### config.mk
export PLATFORM = sky130hd
export DESIGN_NAME = uart_tx_fifo
export DESIGN_NICKNAME = d
export VERILOG_FILES = /design/src/rtl/uart_tx_fifo.sv
export SDC_FILE = /design/constraint.sdc
export NUM_CORES = 1
export LEC_CHECK = 0
export BUFFER_PORTS_ARGS = -buffer_cell sky130_fd_sc_hd__buf_2
export CORE_ASPECT_RATIO = 1.4
export CORE_MARGIN = 2
export CORE_UTILIZATION = 50
export DETAILED_ROUTE_END_ITERATION = 10
export GPL_TIMING_DRIVEN = 0
export PLACE_DENSITY = 0.69
export SETUP_SLACK_MARGIN = 0.02
export SLEW_MARGIN = 20
export SYNTH_ARGS = -nofsm -noshare
export SYNTH_HDL_FRONTEND = slang
export SYNTH_SLANG_ARGS = --single-unit
### constraint.sdc
create_clock -name clk -period 5.3 [get_ports clk]
set_input_delay 1.06 -clock clk [delete_from_list [all_inputs] [get_ports clk]]
set_output_delay 1.06 -clock clk [all_outputs]
set_load 0.01 [all_outputs]
### src/rtl/uart_tx_fifo.sv
// uart_tx_fifo: UART transmitter fed by a small transmit queue.
// Frames are start(0), DATA_BITS data LSB first, optional parity, STOP_BITS stop(1).
// Parity support (PARITY state, PARITY_ODD parameter) is compiled only when the
// macro UART_TX_PARITY_EN is defined; otherwise DATA goes straight to STOP.
//
// state  | meaning
// IDLE   | line high, waiting for a queued word
// START  | start bit (0) on the line
// DATA   | payload bits, LSB first
// PARITY | parity bit (only with UART_TX_PARITY_EN)
// STOP   | stop bit(s) (1); pops the next word here for gapless frames
module uart_tx_fifo #(
    parameter int DATA_BITS  = 8,
    parameter int BAUD_DIV   = 5208,
    parameter int STOP_BITS  = 1,
    parameter int FIFO_DEPTH = 4
`ifdef UART_TX_PARITY_EN
    ,
    parameter int PARITY_ODD = 0
`endif
) (
    input  logic                 clk,
    input  logic                 rst_n,
    input  logic                 trmt,
    input  logic [DATA_BITS-1:0] tx_data,
    output logic                 TX,
    output logic                 tx_done,
    output logic                 full,
    output logic                 empty,
    output logic                 ovf
);

    localparam int AW     = $clog2(FIFO_DEPTH);
    localparam int PW     = AW + 1;
    localparam int BAUD_W = $clog2(BAUD_DIV);
    localparam int BIT_W  = 4;

    localparam logic [BAUD_W-1:0] BAUD_LOAD = BAUD_W'(BAUD_DIV - 1);
    localparam logic [BIT_W-1:0]  LAST_DATA = BIT_W'(DATA_BITS - 1);
    localparam logic [BIT_W-1:0]  LAST_STOP = BIT_W'(STOP_BITS - 1);

    typedef enum logic [2:0] {
        IDLE,
        START,
        DATA,
`ifdef UART_TX_PARITY_EN
        PARITY,
`endif
        STOP
    } state_t;

    state_t                state_q, state_nxt;
    logic                  tx_q, tx_nxt;
    logic [BAUD_W-1:0]     baud_cnt, baud_nxt;
    logic [BIT_W-1:0]      bit_cnt, bit_nxt;
    logic [DATA_BITS-1:0]  shift_q, shift_nxt;
    logic                  done_q;
    logic                  ovf_q;
    logic                  pop;
    logic                  done_set;
    logic                  push_ok;
`ifdef UART_TX_PARITY_EN
    logic                  par_q, par_nxt;
`endif

    logic [DATA_BITS-1:0]  mem [FIFO_DEPTH];
    logic [PW-1:0]         wr_ptr, rd_ptr;
    logic [DATA_BITS-1:0]  rd_data;
    logic                  full_w, empty_w;

    // The extra pointer bit separates a wrapped (full) queue from an empty one.
    assign full_w  = (wr_ptr[AW] != rd_ptr[AW]) && (wr_ptr[AW-1:0] == rd_ptr[AW-1:0]);
    assign empty_w = (wr_ptr == rd_ptr);
    assign rd_data = mem[rd_ptr[AW-1:0]];
    // A push while full is dropped even if a pop frees a slot on the same edge.
    assign push_ok = trmt && !full_w;

    assign TX      = tx_q;
    assign tx_done = done_q;
    assign full    = full_w;
    assign empty   = empty_w;
    assign ovf     = ovf_q;

    // Queue storage: written on accepted pushes only, no reset needed.
    always_ff @(posedge clk) begin
        if (push_ok) begin
            mem[wr_ptr[AW-1:0]] <= tx_data;
        end
    end

    // Queue pointers and the sticky overflow flag.
    always_ff @(posedge clk or negedge rst_n) begin
        if (!rst_n) begin
            wr_ptr <= '0;
            rd_ptr <= '0;
            ovf_q  <= 1'b0;
        end else begin
            if (push_ok) begin
                wr_ptr <= wr_ptr + PW'(1);
            end
            if (pop) begin
                rd_ptr <= rd_ptr + PW'(1);
            end
            if (trmt && full_w) begin
                ovf_q <= 1'b1;
            end
        end
    end

    // FSM state, line register, counters and the frame shifter.
    always_ff @(posedge clk or negedge rst_n) begin
        if (!rst_n) begin
            state_q  <= IDLE;
            tx_q     <= 1'b1;
            baud_cnt <= '0;
            bit_cnt  <= '0;
            shift_q  <= '0;
`ifdef UART_TX_PARITY_EN
            par_q    <= 1'b0;
`endif
        end else begin
            state_q  <= state_nxt;
            tx_q     <= tx_nxt;
            baud_cnt <= baud_nxt;
            bit_cnt  <= bit_nxt;
            shift_q  <= shift_nxt;
`ifdef UART_TX_PARITY_EN
            par_q    <= par_nxt;
`endif
        end
    end

    // tx_done: an accepted push wins over the end-of-frame set on the same edge.
    always_ff @(posedge clk or negedge rst_n) begin
        if (!rst_n) begin
            done_q <= 1'b0;
        end else if (push_ok) begin
            done_q <= 1'b0;
        end else if (done_set) begin
            done_q <= 1'b1;
        end
    end

    // Next-state, next line level and counter updates at each bit boundary.
    always_comb begin
        state_nxt = state_q;
        tx_nxt    = tx_q;
        baud_nxt  = baud_cnt;
        bit_nxt   = bit_cnt;
        shift_nxt = shift_q;
        pop       = 1'b0;
        done_set  = 1'b0;
`ifdef UART_TX_PARITY_EN
        par_nxt   = par_q;
`endif
        case (state_q)
            IDLE: begin
                tx_nxt   = 1'b1;
                baud_nxt = '0;
                bit_nxt  = '0;
                if (!empty_w) begin
                    pop       = 1'b1;
                    state_nxt = START;
                    tx_nxt    = 1'b0;
                    baud_nxt  = BAUD_LOAD;
                end
            end
            default: begin
                if (baud_cnt != '0) begin
                    baud_nxt = baud_cnt - BAUD_W'(1);
                end else begin
                    baud_nxt = BAUD_LOAD;
                    case (state_q)
                        START: begin
                            state_nxt = DATA;
                            tx_nxt    = shift_q[0];
                            shift_nxt = shift_q >> 1;
                            bit_nxt   = '0;
                        end
                        DATA: begin
                            if (bit_cnt == LAST_DATA) begin
                                bit_nxt = '0;
`ifdef UART_TX_PARITY_EN
                                state_nxt = PARITY;
                                tx_nxt    = par_q;
`else
                                state_nxt = STOP;
                                tx_nxt    = 1'b1;
`endif
                            end else begin
                                bit_nxt   = bit_cnt + BIT_W'(1);
                                tx_nxt    = shift_q[0];
                                shift_nxt = shift_q >> 1;
                            end
                        end
`ifdef UART_TX_PARITY_EN
                        PARITY: begin
                            state_nxt = STOP;
                            tx_nxt    = 1'b1;
                            bit_nxt   = '0;
                        end
`endif
                        STOP: begin
                            if (bit_cnt == LAST_STOP) begin
                                bit_nxt = '0;
                                if (!empty_w) begin
                                    pop       = 1'b1;
                                    state_nxt = START;
                                    tx_nxt    = 1'b0;
                                end else begin
                                    state_nxt = IDLE;
                                    tx_nxt    = 1'b1;
                                    baud_nxt  = '0;
                                    done_set  = 1'b1;
                                end
                            end else begin
                                bit_nxt = bit_cnt + BIT_W'(1);
                            end
                        end
                        default: begin
                            state_nxt = IDLE;
                            tx_nxt    = 1'b1;
                            baud_nxt  = '0;
                            bit_nxt   = '0;
                        end
                    endcase
                end
            end
        endcase
        // The popped word is latched into the shifter as its start bit begins.
        if (pop) begin
            shift_nxt = rd_data;
`ifdef UART_TX_PARITY_EN
            par_nxt   = (^rd_data) ^ (PARITY_ODD != 0);
`endif
        end
    end

endmodule

==> run summary, run 1 <==
The critical path goes through clkbuf_1, xnor2_1, nand3_1, inv_1, buf_2. The power density over the cells works out to 347 nW/um^2. The number of fillers in the final layout is 507. In the routed design, unresolved DRC markers number 0.

The synthesized design contains 68 register bits. The maximum net fanout on the critical path was 10; the tightest hold margin was 0.459 ns. The tools report the number of setup violations in the final report as 0.

For the area of the core, the log shows 6170 sq um. Across the routed clock network, the largest skew measured is 0.00997 ns. Sequential cells were found to cover 58.8% of the synthesized design area. The logs give 45.2% for the worst slew slack as a fraction of its limit and 1860 sq um for the area of all sequential standard cells.

The clock passes through at most 2 buffers. The post-CTS setup buffer count is 0. The worst setup path is launched from a register. In this run the worst hold path is classified as reg -> reg. The congestion estimate from routability-driven global placement came to 0.828. The root buffer cell chosen for the clock tree is clkbuf_8. The run finished with clean final reports. On the critical path the largest part of the delay comes from buffers and inverters.

The detailed router put a total of 2.25 mm of wire on met1. The number of global-route vias before repair is 1942, and the average via count per standard cell is 5.45. Synthesis produced a netlist with a net count of 256. In this run, post-CTS hold repair placed 0 buffers. During synthesis, Yosys emitted a total of 0 warnings. Highest routed metal layer: met4.

Cells with a size suffix above 1 make up 23.5% of the layout. After floorplanning, the core was divided into 34 placement rows. In this run the number of H-tree levels came out at 3.

The most used flip-flop cell after synthesis is dfrtp_1. The run gives 4.24 ns as the data required time at the worst endpoint. The run gives 7000 sq um as the area of the die. The number of cells in the design after placement was 320; the sum of routed wire length over all layers was 5.08 mm.

The logs give 0 for the post-cts resize count and 162 microns for the met3 layer wire length in the routed design. Measured along the y axis, the die boundary spans 98.2 microns. For the number of max-slew violations in the final report, the log shows 0.

The repair_antennas step left the layout with diodes totalling 0. Global routing usage summed across all routing layers: 17.0%. The first global-routing pass estimated 9.07 mm of wire.

The buffers plus inverters on the worst setup path works out to 3. The worst setup path is captured at an output port. Averaged over all synthesized cells, the footprint is 13.6 sq um. The clock latency on the worst-skew pair came out at 0.35 ns. The starting utilization of the core area is 51.4%, and the leakage power summed over all cells is 0.00141 uW.

The number of nets in the final layout is 282, and the fmax is 298 MHz. The post-DP HPWL came out at 3.55 mm. The via count is 1832. The setup TNS after final layout is 0 ns. The number of buffers created by CTS was 9.

The clock period could shrink to 3.36 ns. The tools report the post-synthesis instance total as 233. The total overflow left after global routing is 0. For the pin with the worst max-slew slack, the measured transition is 0.822 ns. The biggest area consumer among synthesized cells is edfxtp_1. The number of violations of the max-capacitance limit is 0. The die is 71.3 microns wide. During I/O placement, the number of pins put on the boundary was 16. After synthesis the cells add up to 3170 sq um. The tools report the pin count of the biggest net entering global routing as 37.

Ranked by total cell area, the synthesized netlist is headed by edfxtp_1 30%, dfrtp_1 28%, mux4_2 5.7%. The first-pass iteration count of the detailed router came out at 4. Counting distinct cell types in the post-synthesis netlist gives 44. In this run, the number of DRC markers left after iteration 0 of detailed routing was 74.

TritonCTS built the clock tree. In this run the remaining antenna-violating nets after routing total 0. The area added between synthesis and finish was 11.8%. The worst path uses 63.4% of the clock period. The number of hold violations in the final report is 0, and the clock-pin slew on the worst setup and hold paths is 0.07 ns. IR analysis of the VDD net gives a maximum drop of 0.243 mV.

For this run, the number of standard cells in the final layout without fillers is 336. For the endpoint arrival time on the critical path, the log shows 2.30 ns. The worst setup path is of the reg -> out kind. The final routed wire length divided by cell count was 15.1 microns; the number of antenna violations at the first check in global routing was 0. Counting every sink on the clock net gives 68.

The share of synthesized registers carrying an async set or reset was 52.9%; the number of synthesized flops with an enable pin was 32. Biggest cell delay along the critical path: 0.63 ns. Worst-path cell with the longest stage delay: clkbuf_1. Summed over all nets, wire length on met2 after detailed routing comes to 2.58 mm. In this run the biggest area consumer among cell types represents 30.3% of the synthesized area. During placement, the flow inserted port buffers numbering 15. In the final layout, the multi-input gates occupy 1240 sq um. Setup repair after global routing left no endpoint under its margin.
[through the flow]
step           area [sq um]  utilization, %  power [uW]  worst slack [ns]
6_report               3540            57.5        1230              1.94
5_1_grt                3540            57.5        1300              1.68
4_1_cts                3540            57.5        1250              1.88
3_5_place_dp           3340            54.2         811              2.27
3_3_place_gp           3330            54.1         806              2.26
2_1_floorplan          3170               -         754              2.61
[flip-flops by register name (all words and copies together) (netlist names)]
signal,cells
baud_cnt,13
shift_q,8
TX,1
mem,32
bit_cnt,4
ovf,1
tx_done,1
rd_ptr,3
wr_ptr,3
state_q,2
[report_power, final]
group	internal (uW)	switching (uW)
clock network	224	213
registers	621	23.3
logic	55.4	94.7
[Yosys cell counts (all sizes together) (4+ instances only)]
cell type / number
nand2: 9
nor2: 18
nor3: 5
or4: 5
a21oi: 9
nand3: 6
mux2: 17
clkbuf: 4
edfxtp: 32
mux4: 8
dfrtp: 35
inv: 12
xor2: 5
o21ai: 9
ha: 12
xnor2: 11
and2: 4
[area by class of cell]
class / instances / area share, %
Buffer: 5 / 0.741
Clock buffer: 9 / 3.49
Clock inverter: 7 / 2.26
Inverter: 12 / 1.27
Multi-Input combinational cell: 148 / 35.0
Sequential cell: 68 / 52.6
Tap cell: 72 / 2.54
Timing Repair Buffer: 15 / 2.12
[metal layers]
layer / GRT usage [%] / up-vias
met4: 7.40 / 0
li1: - / 907
met5: 0 / -
met2: 27.8 / 27
met3: 4.95 / 7
met1: 20.7 / 891
[kinds of logic after synthesis]
kind of cell,count (synthesis),synth area share (%)
AND/OR/NAND/NOR,59,10.9
adder cells (fa/ha/maj),12,4.74
multiplexers,26,12.0
buffers and inverters,17,2.25
AO/OA/AOI/OAI,35,6.91
flip-flops,68,58.8
XOR/XNOR,16,4.42
[cell usage in the layout, fill, tap and decap left out, types with 2 or more instances in the layout]
cell type / count
or4_4: 2
nor4_1: 2
clkbuf_8: 9
dfrtp_1: 35
a211oi_1: 2
a21o_1: 2
xor2_1: 5
nor2b_1: 3
clkinvlp_4: 2
a21oi_1: 9
mux2_2: 11
nand3_1: 6
a31oi_1: 3
o21ai_0: 9
nor3_1: 4
or4_1: 3
clkbuf_1: 4
mux2_1: 6
and2_1: 4
nand2_1: 9
mux4_2: 8
inv_1: 12
xnor2_1: 11
buf_2: 15
nor2_1: 17
ha_1: 12
inv_6: 4
o21a_1: 2
edfxtp_1: 32
[path summary, 6_finish.rpt]
| check | start | endpoint | slack [ns] | cells past startpoint |
|---|---|---|---|---|
| worst max register to register | baud_cnt[0] | shift_q[1] | 2.44 | 7 |
| worst min-delay path | ovf | ovf | 0.46 | 1 |
| max in group asynchronous | rst_n | state_q[1] | 3.99 | 1 |
| worst max-delay path | rd_ptr[0] | empty | 1.94 | 5 |
| min in group asynchronous | rst_n | bit_cnt[1] | 0.80 | 1 |
| worst min register to register | ovf | ovf | 0.46 | 1 |
Power figures use the tool's default switching activity.
==> run 2, diff against run 1 <==
--- a/config.mk
+++ b/config.mk
@@ -11,7 +11,7 @@
 export CORE_UTILIZATION = 50
 export DETAILED_ROUTE_END_ITERATION = 10
 export GPL_TIMING_DRIVEN = 0
-export PLACE_DENSITY = 0.69
+export PLACE_DENSITY = 0.72
 export SETUP_SLACK_MARGIN = 0.02
 export SLEW_MARGIN = 20
 export SYNTH_ARGS = -nofsm -noshare
==> constraint.sdc (replaced) <==
create_clock -name clk -period 2.79 [get_ports clk]
set_input_delay 0.558 -clock clk [delete_from_list [all_inputs] [get_ports clk]]
set_output_delay 0.558 -clock clk [all_outputs]
set_load 0.01 [all_outputs]
==> run 2 against run 1 <==
Net effect: global-route usage rose by 0.051 points; worst hold slack lost 0.16 ns; clock skew about the same; critical path depth is 3 higher; count of clock-buffer cells in the layout unchanged; core utilization up 0.97 points; sequential power increased by 91%; register-to-register slack got worse by 2.3 ns; largest power group unchanged.
==> run summary, run 2 (synthesized netlist as in run 1, its figures left out) <==
The run finished with clean final reports. The data required time at the worst endpoint is 3.02 ns. Summed over all layers, the routed wires come to 5.32 mm. Maximum clock insertion buffer count: 2.

For this run, the slowest stage of the critical path takes 0.52 ns. The logs give 0 for the number of hold violations in the final report and 1874 for the via count. The number of fillers in the final layout is 498, and the wire length the detailed router placed on met1 is 2.27 mm. The tools report the total DRC errors in the routed layout as 0. The tools report the worst reg2reg path startpoint as baud_cnt[0]. For the number of antenna violations at the first check in global routing, the log shows 0. The clock-pin slew on the worst setup and hold paths works out to 0.08 ns. The worst register-to-register path has a depth of 8.

At the placement stage, the worst setup path has a slack of -0.102 ns. Entering global routing, the biggest net connects 37 pins. The worst register-to-register path ends at shift_q[6].

The finished cells cover 3600 sq um. The core region is 6170 sq um. For the pin with the worst max-slew slack, the measured transition is 0.842 ns. Setup violations remaining at the end of the flow were counted as 0. The worst pin sits at a relative slew slack of 43.4%. The run gives 7000 sq um as the area of the die. The clock latency on the worst-skew pair was 0.34 ns. The reg2reg setup slack was 0.13 ns.

Across the run, the number of max-cap violations was 0. The run gives 51.4% as the starting utilization of the core area. The first global-routing pass estimated 9.01 mm of wire. The logs give 157 microns for the met3 layer wire length in the routed design and 0.0102 ns for the worst clock skew. The first-pass iteration count of the detailed router is 4. TritonCTS built the clock tree. Setup repair after global routing left no endpoint under its margin. The buffers plus inverters on the worst setup path was 2. The analysis attributes to cell leakage a power of 0.00143 uW. The register with the most flip-flops in the layout has 32 of them. The worst setup path is of the reg -> reg kind. For this run the aggregate overflow at the end of global routing stands at 0. Leaving out fill and tap cells, the most frequent cells in the layout are 35 x dfrtp_1, 32 x edfxtp_1, 17 x nor2_1, 15 x buf_2. The number of buffers created by CTS is 9. For this block, the initial DRC count from the detailed router was 146. The area added between synthesis and finish came out at 13.7%. After detailed placement, the design holds a cell count of 320.

Global routing used 17.0% of the available tracks. Buffers placed on the I/O ports in this run total 15. In the final design database the tool counted 284 nets. The run gives 1912 as the number of global-route vias before repair. Clock tree synthesis found a total of 68 sinks. The tools report the number of max-slew violations in the final report as 0. The most common cell after layout, fill and taps aside was dfrtp_1. The number of antenna diodes in the final layout is 0.

The setup TNS after final layout came out at 0 ns. After layout, the minimum clock period comes to 2.66 ns. The number of hold buffers added after cts was 0.

The die span in x was 71.3 microns; the routed wire length on met2 was 2.80 mm. The endpoint arrival time on the critical path is 2.89 ns, and the cell area reported after detailed placement is 3340 sq um. In the final routed layout, each cell accounts on average for 15.7 microns. The worst setup path is launched from a register.

The run gives 338 as the non-filler instance count after layout. The dominant delay contributor by cell family on the critical path was simple AND/OR/NAND/NOR gates. STA classifies the critical path endpoint as a register. Along the worst path, the maximum fanout reaches 10. In this run the worst hold path is classified as in -> async. Routability-driven placement finished with a final weighted congestion of 0.879. At the end of the flow the core is filled with cells to 58.4%. The tools report the final setup slack of the worst path as 0.128 ns. The highest routed metal layer is met4.

In the routed layout, each cell is associated on average with a via count of 5.54. The placement row count was 34. The critical path runs through a total of 8 cells. In this run the clock root is driven by a clkbuf_8.

Worst-path cell with the longest stage delay: or4_4. The post-DP HPWL came out at 3.66 mm. The vertical die dimension is 98.2 microns, and the number of levels in the clock H-tree is 3. For the number of primary I/O pins, the log shows 16. The post-route netlist has 25.6% of its cells at a drive strength greater than 1. The share of the clock period used by the worst path is 95.4%, and the largest voltage drop on the vdd net is 0.494 mV. The critical path goes through inv_1, ha_2, or3b_4, or4_4, buf_6, o21a_4, nor2_8, mux2_2. The logs give 0 for the number of routed nets with antenna violations and 376 MHz for the fmax. In this run the power density over the cells is 667 nW/um^2.
-- run 2: cell types whose count changed in the layout (fill, tap and decap cells not counted), sizes merged --
| cell | change |
|---|---|
| inv | -3 |
| bufinv | +1 |
| clkinvlp | +2 |
| buf | +2 |
-- run 2: area by class of cell --
class | instances | area [sq um] | share of cell area, %
Tap cell | 72 | 90.1 | 2.50
Timing Repair Buffer | 17 | 103 | 2.85
Clock inverter | 7 | 98.8 | 2.74
Buffer | 5 | 28.8 | 0.798
Multi-Input combinational cell | 148 | 1250 | 34.7
Sequential cell | 68 | 1860 | 51.7
Clock buffer | 9 | 124 | 3.44
Inverter | 12 | 45.0 | 1.25
-- run 2: timing repair --
item | 4_1_cts | 5_1_grt
buffers inserted | 2 | 0
pin swaps | 1 | 0
hold endpoints to repair | 0 | 0
setup endpoints to repair | 10 | 10
resized for setup | 2 | 5
-- run 2: worst register-to-register path, stage by stage, from the launching register on --
cell and delay [ns]:
dfrtp_1 0.40, inv_1 0.09, ha_2 0.19, or3b_4 0.42, or4_4 0.52, buf_6 0.16
o21a_4 0.24, nor2_8 0.18, mux2_2 0.36
-- run 2: how the worst max path moves through the flow --
stage                           start         end
after detailed placement  baud_cnt[0]  shift_q[2]
final                     baud_cnt[0]  shift_q[6]
after floorplan           baud_cnt[0]  shift_q[1]
after global placement    baud_cnt[0]  shift_q[1]
after global routing        rd_ptr[0]       empty
after CTS                   rd_ptr[1]       empty
-- run 2: per-stage QoR --
stage,total power [uW],hold WS [ns]
6_report,2400,0.300
5_1_grt,2520,0.358
4_1_cts,2440,0.322
3_5_place_dp,1540,0.444
3_3_place_gp,1530,0.433
2_1_floorplan,1430,0.262
-- run 2: where the power goes --
part	internal, uW	total [uW]	switching (uW)	leakage, uW
clock	505	888	382	0.0000981
sequential	1180	1230	45.5	0.000722
combinational	103	289	186	0.000610
-- run 2: per-layer routing --
| metal | up-vias | GRT usage (%) |
|---|---|---|
| met5 | - | 0 |
| met2 | 32 | 28.3 |
| met4 | 0 | 7.55 |
| met3 | 8 | 3.72 |
| met1 | 921 | 21.1 |
| li1 | 913 | - |
==> run 3, diff against run 2 <==
--- a/config.mk
+++ b/config.mk
@@ -7,7 +7,7 @@
 export LEC_CHECK = 0
 export BUFFER_PORTS_ARGS = -buffer_cell sky130_fd_sc_hd__buf_2
 export CORE_ASPECT_RATIO = 1.4
-export CORE_MARGIN = 2
+export CORE_MARGIN = 3
 export CORE_UTILIZATION = 50
 export DETAILED_ROUTE_END_ITERATION = 10
 export GPL_TIMING_DRIVEN = 0
==> run 3 against run 2 <==
Net effect: clock power shrank 9.2%; design area shrank 0.69%; clock skew shrank 0.0015 ns; sequential share of layout area grew 0.36 points; largest power group unchanged; highest routed layer unchanged; routed wire length shrank 1.7%; die area grew 4.9%; sequential power is essentially flat.
==> run summary, run 3 (synthesized netlist as in run 1, its figures left out) <==
The largest voltage drop on the vdd net came out at 0.638 mV. The logic depth of the worst register-to-register path was 8. The shortest clock period the worst path allows after layout is 2.68 ns. The area of all sequential standard cells came out at 1860 sq um. The filler cells instantiated in the layout total 454. Per report_power, the combinational group accounts for 12.5% of the total.

The clock tree synthesis step divided the H-tree into 3 levels. The tools report the number of sinks handled by clock tree synthesis as 68. The worst slew slack as a fraction of its limit was 43.4%.

In this run the remaining antenna-violating nets after routing total 0. Global routing used 16.3% of the available tracks. The tools report the number of global-route vias before repair as 1934. In this run, the number of DRC markers left after iteration 0 of detailed routing was 91. The type of element capturing the critical path is a register.

Static timing analysis puts the maximum clock frequency at 373 MHz. The data required time at the worst endpoint came out at 3.02 ns. Summed over all layers, the global routing overflow is 0. At the end of routability-driven placement, the weighted congestion stood at 0.778. The core region is 5990 sq um. The number of antenna diodes in the final layout is 0. For this design the static power due to leakage is 0.00144 uW. The total net switching power is 621 uW, and the internal power of the cells is 1700 uW. The tools report the capture point of the worst reg-to-reg path as shift_q[2]. Data on the critical path arrives at its endpoint at 2.91 ns. The type of the worst setup path is reg -> reg. In the final routed layout, each cell accounts on average for 15.5 microns. In the final layout, the multi-input gates occupy 1260 sq um.

After detailed placement, the design holds a cell count of 318. The post-route netlist has 25.5% of its cells at a drive strength greater than 1. For the pin count of the biggest net entering global routing, the log shows 37.

Once placement finished, the instance area stood at 3340 sq um. For this design the ratio of total power to cell area is 650 nW/um^2. The logs give 0 for the number of antenna violations at the first check in global routing and 9.02 mm for the global-route wire length before repair.

For this configuration, the core starts out at a cell density of 52.9%. The number of violations of the max-capacitance limit is 0, and the slew at the pin with the worst max-slew slack is 0.842 ns. The tools report the clock latency on the worst-skew pair as 0.35 ns. In this run the worst path has a maximum fanout of 10. STA classifies the critical path startpoint as a register. The number of primary I/O pins is 16. For the final database, setup skew stands at 0.00866 ns. Across all hold checks on the routed design, the worst slack comes to 0.293 ns. The wire-length estimate of the detail-placed layout is 3.65 mm.

Non-filler instance count after layout: 337. In the layout the commonest cells are 35 x dfrtp_1, 32 x edfxtp_1, 17 x nor2_1, 15 x buf_2. The number of buffers created by CTS is 9. Fraction of power consumed by sequential logic: 52.8%.

The tools report the area of the die as 7340 sq um. The most critical setup path has its startpoint at baud_cnt[0]. Setup repair after global routing could not meet its margin everywhere.

Row generation in the floorplan step produced 33 rows. The die is 73.3 microns wide. The flow ran to the end, and the final reports show no timing, DRC or antenna violations. Cells fill 59.8% of the core in the end.

TritonCTS built the clock tree. At the end of the flow, the number of nets in the layout was 285. The root buffer cell was clkbuf_8. The kind of path behind the tightest hold check is in -> async.

For the sum of routed wire length over all layers, the log shows 5.23 mm. The register with the most flip-flops in the layout has 32 of them. Relative to the synthesized area, the layout overhead comes to 12.9%. The number of max-slew violations in the final report came out at 0. Counting along the longest clock path gives a buffer depth of 2.

The final route contains 1866 vias. For the reg2reg setup slack, the log shows 0.11 ns. The worst reg2reg path startpoint is baud_cnt[0].

Per report_power, the clock group accounts for 34.7% of the total. Net switching is 26.7% of the power. The first-pass iteration count of the detailed router was 4.

Leaving out fill and tap cells, the most frequent cell in the layout is dfrtp_1. Setup violations remaining at the end of the flow were counted as 0. Using the TritonRoute via totals, the vias-per-cell ratio works out to 5.54.

The port buffer count was 15; the vertical die dimension was 100 microns. After layout, the worst path uses 96.0% of the clock period. For the number of hold violations in the final report, the log shows 0. The final non-filler cell area came out at 3580 sq um.

Clock-pin slew on the worst setup and hold paths: 0.08 ns. Total DRC errors in the routed layout: 0.
[run 3: cell count changes in the layout (fill, tap and decap cells not counted), sizes merged]
cell	delta
buf	+1
clkinv	+3
clkinvlp	-2
bufinv	-1
[run 3: worst max path at each step]
stage	depth (start not counted)	to	slack (ns)
finish	8	shift_q[2]	0.11
global route	8	shift_q[2]	0.004
CTS	5	empty	0.02
detailed placement	7	shift_q[2]	-0.09
global placement	7	shift_q[1]	-0.06
floorplan	7	shift_q[1]	0.10
[run 3: power groups by stage]
stage               registers [uW]  logic [uW]  clock network (uW)
detailed placement            1250         297                   0
floorplan                     1240         197                   0
CTS                           1230         299                 827
global placement              1240         290                   0
global route                  1240         330                 862
finish                        1230         292                 806
[run 3: cell type report]
cell class | count | share of cell area (%)
multi-input cells | 148 | 35.1
repair buffers | 18 | 2.73
clock buffers | 9 | 3.46
well taps | 70 | 2.45
plain buffers | 5 | 0.804
flip-flops and latches | 68 | 52.0
clock inverters | 7 | 2.13
inverters | 12 | 1.26
[run 3: repair_timing]
item,4_1_cts,5_1_grt
hold buffers,0,0
setup buffers,3,0
resized for setup,2,4
pin swaps,1,0
setup endpoints to repair,10,10
[run 3: critical path, cell delays in order (launching register included)]
cell and delay (ns):
dfrtp_1 0.40, inv_1 0.08, ha_1 0.18, or3b_4 0.43, or4_4 0.53, buf_6 0.17
o21a_4 0.24, nor2_8 0.18, mux2_1 0.35
[run 3: metal layers]
layer | share of wire, % | up-vias | wire (microns) | global-route usage [%]
met4 | 1.4 | 0 | 73 | 5.11
met2 | 53 | 31 | 2790 | 28.3
met3 | 3.8 | 8 | 200 | 4.91
li1 | - | 914 | - | -
met5 | 0 | - | 0 | 0
met1 | 41 | 913 | 2170 | 19.1
[run 3: metrics by stage]
| step | setup slack (ns) | total power, uW | TNS (ns) |
|---|---|---|---|
| 5_1_grt | 0.00410 | 2430 | 0 |
| 3_5_place_dp | -0.0938 | 1550 | -0.556 |
| 6_report | 0.111 | 2330 | 0 |
| 3_3_place_gp | -0.0569 | 1530 | -0.319 |
| 2_1_floorplan | 0.102 | 1430 | 0 |
| 4_1_cts | 0.0214 | 2350 | 0 |
